## src/rtl/pseudo_datapath_if.sv

```systemverilog
// Control/data bus between the micro-sequencer side and the execution datapath.
// The master (sequencer / environment) drives the control word and the external
// input word; the slave (datapath) returns the condition bit, the input
// acknowledge and the output word with its valid pulse.
interface pseudo_datapath_if #(
  parameter int P_DATA_WIDTH     = 8,
  parameter int P_NUM_D_CTRLBITS = 5
);

  // Control word: [4:2] opcode, [1:0] condition select
  logic [P_NUM_D_CTRLBITS-1:0] dp_ctrl;
  // Selected condition bit back to the sequencer
  logic                        cres;
  // External data input handshake
  logic [P_DATA_WIDTH-1:0]     din;
  logic                        din_valid;
  logic                        din_ack;
  // External data output
  logic [P_DATA_WIDTH-1:0]     dout;
  logic                        dout_valid;

  modport master (
    output dp_ctrl,
    output din,
    output din_valid,
    input  cres,
    input  din_ack,
    input  dout,
    input  dout_valid
  );

  modport slave (
    input  dp_ctrl,
    input  din,
    input  din_valid,
    output cres,
    output din_ack,
    output dout,
    output dout_valid
  );

endinterface

```

## src/rtl/pseudo_datapath.sv

```systemverilog
// Execution datapath behind the micro-sequencer. Executes one micro-operation
// per clock on an accumulator/operand pair, keeps Z/C/N flags, and returns a
// single selected condition bit for conditional jumps. Also owns the CPU's
// external data input (valid/ack) and data output (one-cycle valid pulse).
//
// The condition bit is a pure mux of registered flags (plus din_valid), so a
// jump on an ALU result must be placed in the control word after that op.
// The field layout of the control word is fixed: P_NUM_D_CTRLBITS must be 5.
module pseudo_datapath #(
  parameter int P_DATA_WIDTH     = 8,
  parameter int P_NUM_D_CTRLBITS = 5
) (
  input  logic                clk,
  input  logic                rst,
  pseudo_datapath_if.slave    bus
);

  localparam int W = P_DATA_WIDTH;

  typedef enum logic [2:0] {
    OP_NOP = 3'b000,
    OP_LDA = 3'b001,
    OP_LDB = 3'b010,
    OP_ADD = 3'b011,
    OP_SUB = 3'b100,
    OP_DEC = 3'b101,
    OP_OUT = 3'b110,
    OP_CMP = 3'b111
  } op_e;

  typedef enum logic [1:0] {
    SEL_Z     = 2'b00,
    SEL_C     = 2'b01,
    SEL_N     = 2'b10,
    SEL_VALID = 2'b11
  } sel_e;

  // ---------------------------------------------------------------------------
  // Control word decode
  // ---------------------------------------------------------------------------
  op_e  op;
  sel_e sel;

  assign op  = op_e'(bus.dp_ctrl[4:2]);
  assign sel = sel_e'(bus.dp_ctrl[1:0]);

  // ---------------------------------------------------------------------------
  // Architectural state
  // ---------------------------------------------------------------------------
  logic [W-1:0] acc_q, acc_d;
  logic [W-1:0] b_q, b_d;
  logic         z_q, z_d;
  logic         c_q, c_d;
  logic         n_q, n_d;
  logic [W-1:0] dout_q, dout_d;
  logic         dout_valid_q, dout_valid_d;

  // ---------------------------------------------------------------------------
  // Arithmetic units (always computed; the opcode picks which one commits)
  // ---------------------------------------------------------------------------
  // Add at W+1 bits so the top bit is the carry out.
  logic [W:0]   add_res;
  // Subtract at W+1 bits; since both operands are below 2^W the top bit is set
  // exactly when acc < b, i.e. it is the unsigned borrow.
  logic [W:0]   sub_res;
  // Decrement wraps 0 -> all ones; that wrap is reported as a borrow in C.
  logic [W-1:0] dec_res;
  logic         acc_is_zero;

  assign add_res     = {1'b0, acc_q} + {1'b0, b_q};
  assign sub_res     = {1'b0, acc_q} - {1'b0, b_q};
  assign dec_res     = acc_q - {{(W-1){1'b0}}, 1'b1};
  assign acc_is_zero = (acc_q == '0);

  // ---------------------------------------------------------------------------
  // Next-state selection for every register, one opcode per cycle
  // ---------------------------------------------------------------------------
  // Compute the post-op value of every state register from the current opcode.
  always_comb begin
    acc_d        = acc_q;
    b_d          = b_q;
    z_d          = z_q;
    c_d          = c_q;
    n_d          = n_q;
    dout_d       = dout_q;
    // The output pulse only survives into the cycle right after an OUT.
    dout_valid_d = 1'b0;

    unique case (op)
      OP_NOP: begin
      end

      // Loads take din whether or not it is valid; microcode is expected to
      // poll the valid condition first. Only the acknowledge depends on it.
      OP_LDA: begin
        acc_d = bus.din;
        z_d   = (bus.din == '0);
        n_d   = bus.din[W-1];
      end

      OP_LDB: begin
        b_d = bus.din;
      end

      OP_ADD: begin
        acc_d = add_res[W-1:0];
        c_d   = add_res[W];
        z_d   = (add_res[W-1:0] == '0);
        n_d   = add_res[W-1];
      end

      OP_SUB: begin
        acc_d = sub_res[W-1:0];
        c_d   = sub_res[W];
        z_d   = (sub_res[W-1:0] == '0);
        n_d   = sub_res[W-1];
      end

      OP_DEC: begin
        acc_d = dec_res;
        c_d   = acc_is_zero;
        z_d   = (dec_res == '0);
        n_d   = dec_res[W-1];
      end

      OP_OUT: begin
        dout_d       = acc_q;
        dout_valid_d = 1'b1;
      end

      // Compare: flags exactly as SUB, accumulator left untouched.
      OP_CMP: begin
        c_d = sub_res[W];
        z_d = (sub_res[W-1:0] == '0);
        n_d = sub_res[W-1];
      end

      default: begin
      end
    endcase
  end

  // Commit next state; asynchronous reset clears everything, including any
  // output pulse in flight.
  always_ff @(posedge clk or posedge rst) begin
    if (rst) begin
      acc_q        <= '0;
      b_q          <= '0;
      z_q          <= 1'b0;
      c_q          <= 1'b0;
      n_q          <= 1'b0;
      dout_q       <= '0;
      dout_valid_q <= 1'b0;
    end else begin
      acc_q        <= acc_d;
      b_q          <= b_d;
      z_q          <= z_d;
      c_q          <= c_d;
      n_q          <= n_d;
      dout_q       <= dout_d;
      dout_valid_q <= dout_valid_d;
    end
  end

  // ---------------------------------------------------------------------------
  // Outputs
  // ---------------------------------------------------------------------------
  logic cres_sel;

  // Condition mux: registered flags only, never the flags of the op in flight.
  always_comb begin
    cres_sel = 1'b0;
    unique case (sel)
      SEL_Z:     cres_sel = z_q;
      SEL_C:     cres_sel = c_q;
      SEL_N:     cres_sel = n_q;
      SEL_VALID: cres_sel = bus.din_valid;
      default:   cres_sel = 1'b0;
    endcase
  end

  assign bus.cres       = cres_sel;
  // Acknowledge only when a load actually consumes a valid word.
  assign bus.din_ack    = ((op == OP_LDA) || (op == OP_LDB)) && bus.din_valid;
  assign bus.dout       = dout_q;
  assign bus.dout_valid = dout_valid_q;

endmodule

```

## src/flat_wrapper.sv

```systemverilog
// flat-port wrapper written by rule: the top's interface ports become plain ports
module pseudo_datapath_flat 
#(
  parameter int P_DATA_WIDTH     = 8,
  parameter int P_NUM_D_CTRLBITS = 5
)
  (clk, rst, bus_dp_ctrl, bus_din, bus_din_valid, bus_cres, bus_din_ack, bus_dout, bus_dout_valid);
  pseudo_datapath_if #(.P_DATA_WIDTH(P_DATA_WIDTH), .P_NUM_D_CTRLBITS(P_NUM_D_CTRLBITS)) bus_i ();
  input  logic clk;
  input  logic rst;
  input wire logic [$bits(bus_i.dp_ctrl)-1:0] bus_dp_ctrl;
  input wire logic [$bits(bus_i.din)-1:0] bus_din;
  input wire logic [$bits(bus_i.din_valid)-1:0] bus_din_valid;
  output wire logic [$bits(bus_i.cres)-1:0] bus_cres;
  output wire logic [$bits(bus_i.din_ack)-1:0] bus_din_ack;
  output wire logic [$bits(bus_i.dout)-1:0] bus_dout;
  output wire logic [$bits(bus_i.dout_valid)-1:0] bus_dout_valid;
  assign bus_i.dp_ctrl = bus_dp_ctrl;
  assign bus_i.din = bus_din;
  assign bus_i.din_valid = bus_din_valid;
  assign bus_cres = bus_i.cres;
  assign bus_din_ack = bus_i.din_ack;
  assign bus_dout = bus_i.dout;
  assign bus_dout_valid = bus_i.dout_valid;
  pseudo_datapath #(.P_DATA_WIDTH(P_DATA_WIDTH), .P_NUM_D_CTRLBITS(P_NUM_D_CTRLBITS)) u_core (.clk(clk), .rst(rst), .bus(bus_i));
endmodule
```

## config.mk

```make
export PLATFORM = sky130hd
export DESIGN_NAME = pseudo_datapath_flat
export DESIGN_NICKNAME = d
export VERILOG_FILES = /design/src/rtl/pseudo_datapath_if.sv /design/src/rtl/pseudo_datapath.sv /design/src/flat_wrapper.sv
export SDC_FILE = /design/constraint.sdc
export NUM_CORES = 1
export LEC_CHECK = 0
export BUFFER_PORTS_ARGS = -buffer_cell sky130_fd_sc_hd__buf_2
export CAP_MARGIN = 25
export CORE_ASPECT_RATIO = 1.1
export CORE_UTILIZATION = 43
export DETAILED_ROUTE_END_ITERATION = 16
export GPL_TIMING_DRIVEN = 0
export PLACE_DENSITY = 0.63
export SYNTH_ARGS = -nofsm -noshare
export SYNTH_HDL_FRONTEND = slang
export SYNTH_SLANG_ARGS = --single-unit
export TNS_END_PERCENT = 20
```

## constraint.sdc

```tcl
create_clock -name clk -period 2.3 [get_ports clk]
set_clock_uncertainty 0.05 [all_clocks]
set_input_delay 0.46 -clock clk [delete_from_list [all_inputs] [get_ports clk]]
set_output_delay 0.46 -clock clk [all_outputs]
set_load 0.005 [all_outputs]
```

# Word level (Yosys, flattened, before mapping)
# Index checks and enable logic that the tools add are counted.
[op_classes]
n_addsub = 3
multipliers = 0
n_div = 0
n_lt_le_gt_ge = 0
n_eq_ne = 10
n_shift = 0
n_mux = 6
n_bitwise = 0
n_reduce_logical = 12
[ops]
columns = ["operator", "n"]
rows = [
  ["8-bit zero test", 5],
  ["8-bit one-hot mux with 4 select lines", 1],
  ["3-bit == test (second input constant)", 4],
  ["1-bit one-hot mux with 4 select lines", 3],
  ["8-bit by 8-bit adder with 9-bit output", 1],
  ["8-bit by 8-bit subtractor with 9-bit output", 1],
  ["4-bit nonzero test", 2],
  ["8-bit by 1-bit subtractor with 8-bit output (second input constant)", 1],
  ["3-bit by 2-bit == test with 1-bit output (second input constant)", 2],
  ["2-bit == test (second input constant)", 2],
  ["3-bit by 1-bit == test with 1-bit output (second input constant)", 1],
  ["1-bit one-hot mux with 3 select lines", 1],
  ["3-bit nonzero test", 1],
  ["2-bit by 1-bit == test with 1-bit output (second input constant)", 1],
  ["2-bit zero test", 1],
  ["2-bit OR reduction", 1],
  ["1-bit logical AND", 1],
  ["1-bit logical OR", 1],
  ["1-bit 2-to-1 mux", 1],
]
[totals]
register_bits = 28
latch_bits = 0
ram_bits = 0
rom_bits = 0
elab_cells = 38
mem_count = 0

# Logic depth before layout (Yosys ltp)
[depth]
depth_word = 3
depth_mapped = 11
depth_no_buf = 10

# Worst setup path before layout
# No wires, ideal clock.
[synth_path]
path_type = "flip-flop to flip-flop"
startpoint = "register u_core.acc_q[0]"
endpoint = "register u_core.z_q"
setup_time_ns = 0.067
t_arrival_ns = 2.273
required_ns = 2.183
path_slack_ns = -0.090
stages_incl_launch_ff = 12
n_path_buf = 1
period_less_slack_ns = 2.390
path_cell_list = "dfrtp_1 -> buf_6 -> inv_1 -> ha_1 -> inv_1 -> fa_1 -> a211oi_1 -> o21bai_1 -> a21oi_1 -> xnor2_1 -> o41ai_1 -> a41o_1"
[synth_via]
elab_chain_len = 3
word_cells_on_any_way = 7
cone_classes = "add/sub (3); mux (1); reduce/logical (3)"
[synth_lines]
columns = ["item", "line", "source"]
rows = [
  ["start, declared", "pseudo_datapath.sv:50", "logic [W-1:0] acc_q, acc_d;"],
  ["start signal, assigned", "pseudo_datapath.sv:147", "acc_q <= '0;"],
  ["start signal, assigned", "pseudo_datapath.sv:155", "acc_q <= acc_d;"],
  ["8-bit by 8-bit subtractor with 9-bit output (tied with other cells)", "pseudo_datapath.sv:71", "assign sub_res = {1'b0, acc_q} - {1'b0, b_q};"],
  ["8-bit zero test, on equally long branches", "n/a", ""],
  ["1-bit one-hot mux with 4 select lines (*)", "pseudo_datapath.sv:89", "unique case (op)"],
  ["end signal, assigned", "pseudo_datapath.sv:157", "z_q <= z_d;"],
  ["end, declared", "pseudo_datapath.sv:52", "logic z_q, z_d;"],
]
# Mark *: on every way between the ends. The rest lies on a longest branch, timed or not.
# A chain may end at the register's enable or synchronous reset.

# Final worst setup path
# Ends and elaborated chain as after synthesis.

==> flow_summary.toml <==
[floorplan]
die_h_um = 82.6
start_util_pct = 44.3
design.core.area_mm2 = 0.00573
die_area_mm2 = 0.00622
die_x_um = 75.3
ios = 27
rows = 29

[layout]
nets = 389
post_layout_nonfiller_instances = 427
nFillCells = 574
n_antenna_cell = 0
drive_gt1_share_pct = 23.1
area_growth_pct = 19.4

[setup_path]
worstReg2RegStart = "u_core.acc_q[0]$_DFFE_PP0P_"
cp_slowest_cell = "or4_4"
endpoint_kind = "flop"
crit_chain = "buf_6 > buf_4 > or4_4 > buf_6 > a41oi_2 > o21ai_1 > a31oi_2 > o41ai_2 > a41o_1"
cp_max_fo = 8
rr_worst_depth = 9
crit_top_cell = "buf_6"
arrival_ps = 2530
crit_family = "compound AO/OA/AOI/OAI gates"
reg2reg_to = "u_core.z_q$_DFFE_PP0P_"
path_class = "flop to flop"
startpoint_type = "flop"
cpPeakStageDelay_ps = 530
cp.required_ps = 2430
crit_buf_inv = 3
r2r_slack_ps = -110

[synthesis]
synthCells = 311
ys_ff_latch = 28
syn-cell-area_mm2 = 0.00254
ys_warn_count = 0
syn_nets = 349
async_flop_share_pct = 100
synth_area_per_cell_um2 = 8.17
synth_flop_cell = "dfrtp_1"
yosysSeqAreaShare_pct = 27.6
ys_types = 59
synth_edf_count = 0

[power]
p_int_uw = 1720
pwr-share-comb_pct = 66.1
peakVddDrop_mv = 0.573
p_leak_uw = 0.00127
power_frac_seq_pct = 23.9
switching_power_uw = 1470
switching_share_pct = 46.0
p_per_area_mw_per_mm2 = 1050
power_frac_clock_pct = 10.1

[global_routing]
grt.overflow.total = 0
grt_pass1_wl_um = 11800
antenna_found_initial = 0
grt_use_total_pct = 25.7
grt_max_degree = 18
first_global_vias = 2383

[route]
drt_pass1_iterations = 4
vias = 2459
vias_per_cell = 5.76
drcViolationCount = 0
dr.first_iter.drc_count = 166
drt-total-wl_um = 7490
routedWlPerCell_um = 17.5
final_antenna_net_count = 0

[clock_network]
clkSlewWorstSetupHoldPaths_ps = 100
clock-sinks = 28
clk_latency_ps = 290
cts_tree = "yes"
numCtsBuffers = 3
clk_path_buf_depth = 2
cts_root_buf = "clkbuf_8"
htreeDepth = 1

[timing]
drv_slew = 0
finalHoldViolCount = 0
clock.fmax_ghz = 0.416
fin_setup_tns_ps = -202
rsz0062_at_grt = "yes"
max_slew_margin_pct = 61.6
period_share_pct = 105
setup_ws_ps = -106
tightest_slew_ps = 575
fin_crit_ps = 2410
setup-violations-final = 3

[placed_design]
gp_congestion = 0.878
dpl.cell_count = 415
place.port_buffers = 26
dpl.hpwl_um = 5700

[min_path]
hp-class = "input pin to asynchronous set/reset pin"

[run_status]
outcome = "finished, violations left"
violations = "setup timing"

[flow_run]
drv_cap = 0
-- state kept, by name, indices dropped and copies added (netlist names) --
register               flops
u_core.acc_q               8
u_core.b_q                 8
u_core.bus.dout            8
u_core.bus.dout_valid      1
u_core.c_q                 1
u_core.n_q                 1
u_core.z_q                 1
-- cell families (layout without fill, tap and decap cells) --
| kind of cell | after synthesis | count (layout) | synth area share (%) |
|---|---|---|---|
| xor gates and xnor gates | 13 | 13 | 4.48 |
| buffers and inverters | 43 | 82 | 7.14 |
| AOI/OAI and AO/OA | 99 | 99 | 25.2 |
| and+or+nand+nor | 96 | 96 | 19.5 |
| muxes | 10 | 10 | 4.73 |
| adders and majority gates | 22 | 22 | 11.4 |
| DFF | 28 | 28 | 27.6 |
-- worst max-delay path by stage --
stage | start | end | cells past startpoint
5_1_grt | u_core.acc_q[0]$_DFFE_PP0P_ | u_core.z_q$_DFFE_PP0P_ | 9
3_3_place_gp | u_core.acc_q[0]$_DFFE_PP0P_ | u_core.z_q$_DFFE_PP0P_ | 11
2_1_floorplan | u_core.acc_q[0]$_DFFE_PP0P_ | u_core.z_q$_DFFE_PP0P_ | 11
4_1_cts | u_core.acc_q[0]$_DFFE_PP0P_ | u_core.z_q$_DFFE_PP0P_ | 11
3_5_place_dp | u_core.acc_q[0]$_DFFE_PP0P_ | u_core.z_q$_DFFE_PP0P_ | 11
6_report | u_core.acc_q[0]$_DFFE_PP0P_ | u_core.z_q$_DFFE_PP0P_ | 9
-- placed cells by master, fill, tap and decap left out, types with 3 or more instances in the layout --
cell type	count
a21oi_1	20
nor3_1	8
o31ai_1	4
buf_1	3
a211oi_1	5
mux2_1	6
inv_1	13
nor2_1	27
o21ai_1	18
xor2_1	3
inv_2	6
o21ai_0	8
o22ai_1	4
o21a_1	3
dfrtp_1	27
nor3b_1	3
clkbuf_1	12
ha_1	16
nand2_1	24
o211ai_1	4
buf_2	27
clkbuf_8	4
nor4_1	4
a21oi_2	3
nand3_1	4
nor2b_1	7
a211oi_2	3
a31oi_1	6
buf_4	10
nand2b_1	3
xnor2_1	7
mux2i_1	3
-- metrics by stage --
step	hold WS, ps	worst slack [ps]	util, %	cell area [µm²]	total power (µW)
2_1_floorplan	429	27.9	-	2540	2060
3_3_place_gp	419	-350	48.3	2770	2500
3_5_place_dp	425	-369	48.7	2790	2540
4_1_cts	169	-144	51.1	2930	3030
5_1_grt	205	-145	52.9	3030	3410
6_report	163	-106	52.9	3030	3180
-- power groups by stage --
stage               registers, µW  logic (µW)  clock network, µW
floorplan                     747        1310                  0
CTS                           765        1930                327
global placement              770        1730                  0
finish                        759        2100                321
detailed placement            775        1760                  0
global route                  779        2290                343
-- final cells by class --
class / count / area, µm² / share of cell area [%]
sequential: 28 / 702 / 23.1
timing repair buffer: 37 / 233 / 7.67
clock buffer: 4 / 55.1 / 1.82
inverter: 20 / 80.1 / 2.64
tap: 77 / 96.3 / 3.18
buffer: 21 / 101 / 3.34
multi-input combinational: 240 / 1770 / 58.2
-- timing repair --
item,in CTS,in global routing
setup buffers,4,6
hold buffers,0,0
setup endpoints to repair,7,10
gates resized for setup,16,13
pin swaps,6,6
-- worst reg2reg max path, delay by kind of cell (launching register included) --
family	cells	cell delay, ps
DFF	1	410
buffers and inverters	3	430
and+or+nand+nor	1	530
AOI/OAI and AO/OA	5	870
-- synth_stat cells, types with 4 or more instances --
master,n,share of area [%]
a211oi_1,8,2.4
a21oi_1,23,4.5
a31oi_1,7,1.7
buf_1,4,0.59
clkbuf_1,15,2.2
dfrtp_1,28,28
ha_1,20,9.9
inv_1,16,2.4
inv_2,4,0.59
mux2_1,6,2.7
nand2_1,24,3.5
nand3_1,4,0.79
nor2_1,28,4.1
nor2b_1,7,1.7
nor3_1,9,1.8
nor4_1,4,0.99
o211ai_1,4,1.2
o21ai_0,8,1.6
o21ai_1,18,3.5
o22ai_1,4,0.99
o31ai_1,4,1.2
xnor2_1,9,3.1
xor2_1,4,1.4
-- routing by layer --
| metal | share of wire, % | up-vias | GRT usage (%) |
|---|---|---|---|
| li1 | - | 1198 | - |
| met1 | 45 | 1183 | 31.7 |
| met2 | 50 | 63 | 46.2 |
| met3 | 3.2 | 15 | 2.55 |
| met4 | 2.1 | 0 | 9.07 |
| met5 | 0 | - | 0 |
No activity file was read; power rests on OpenSTA's default activity.
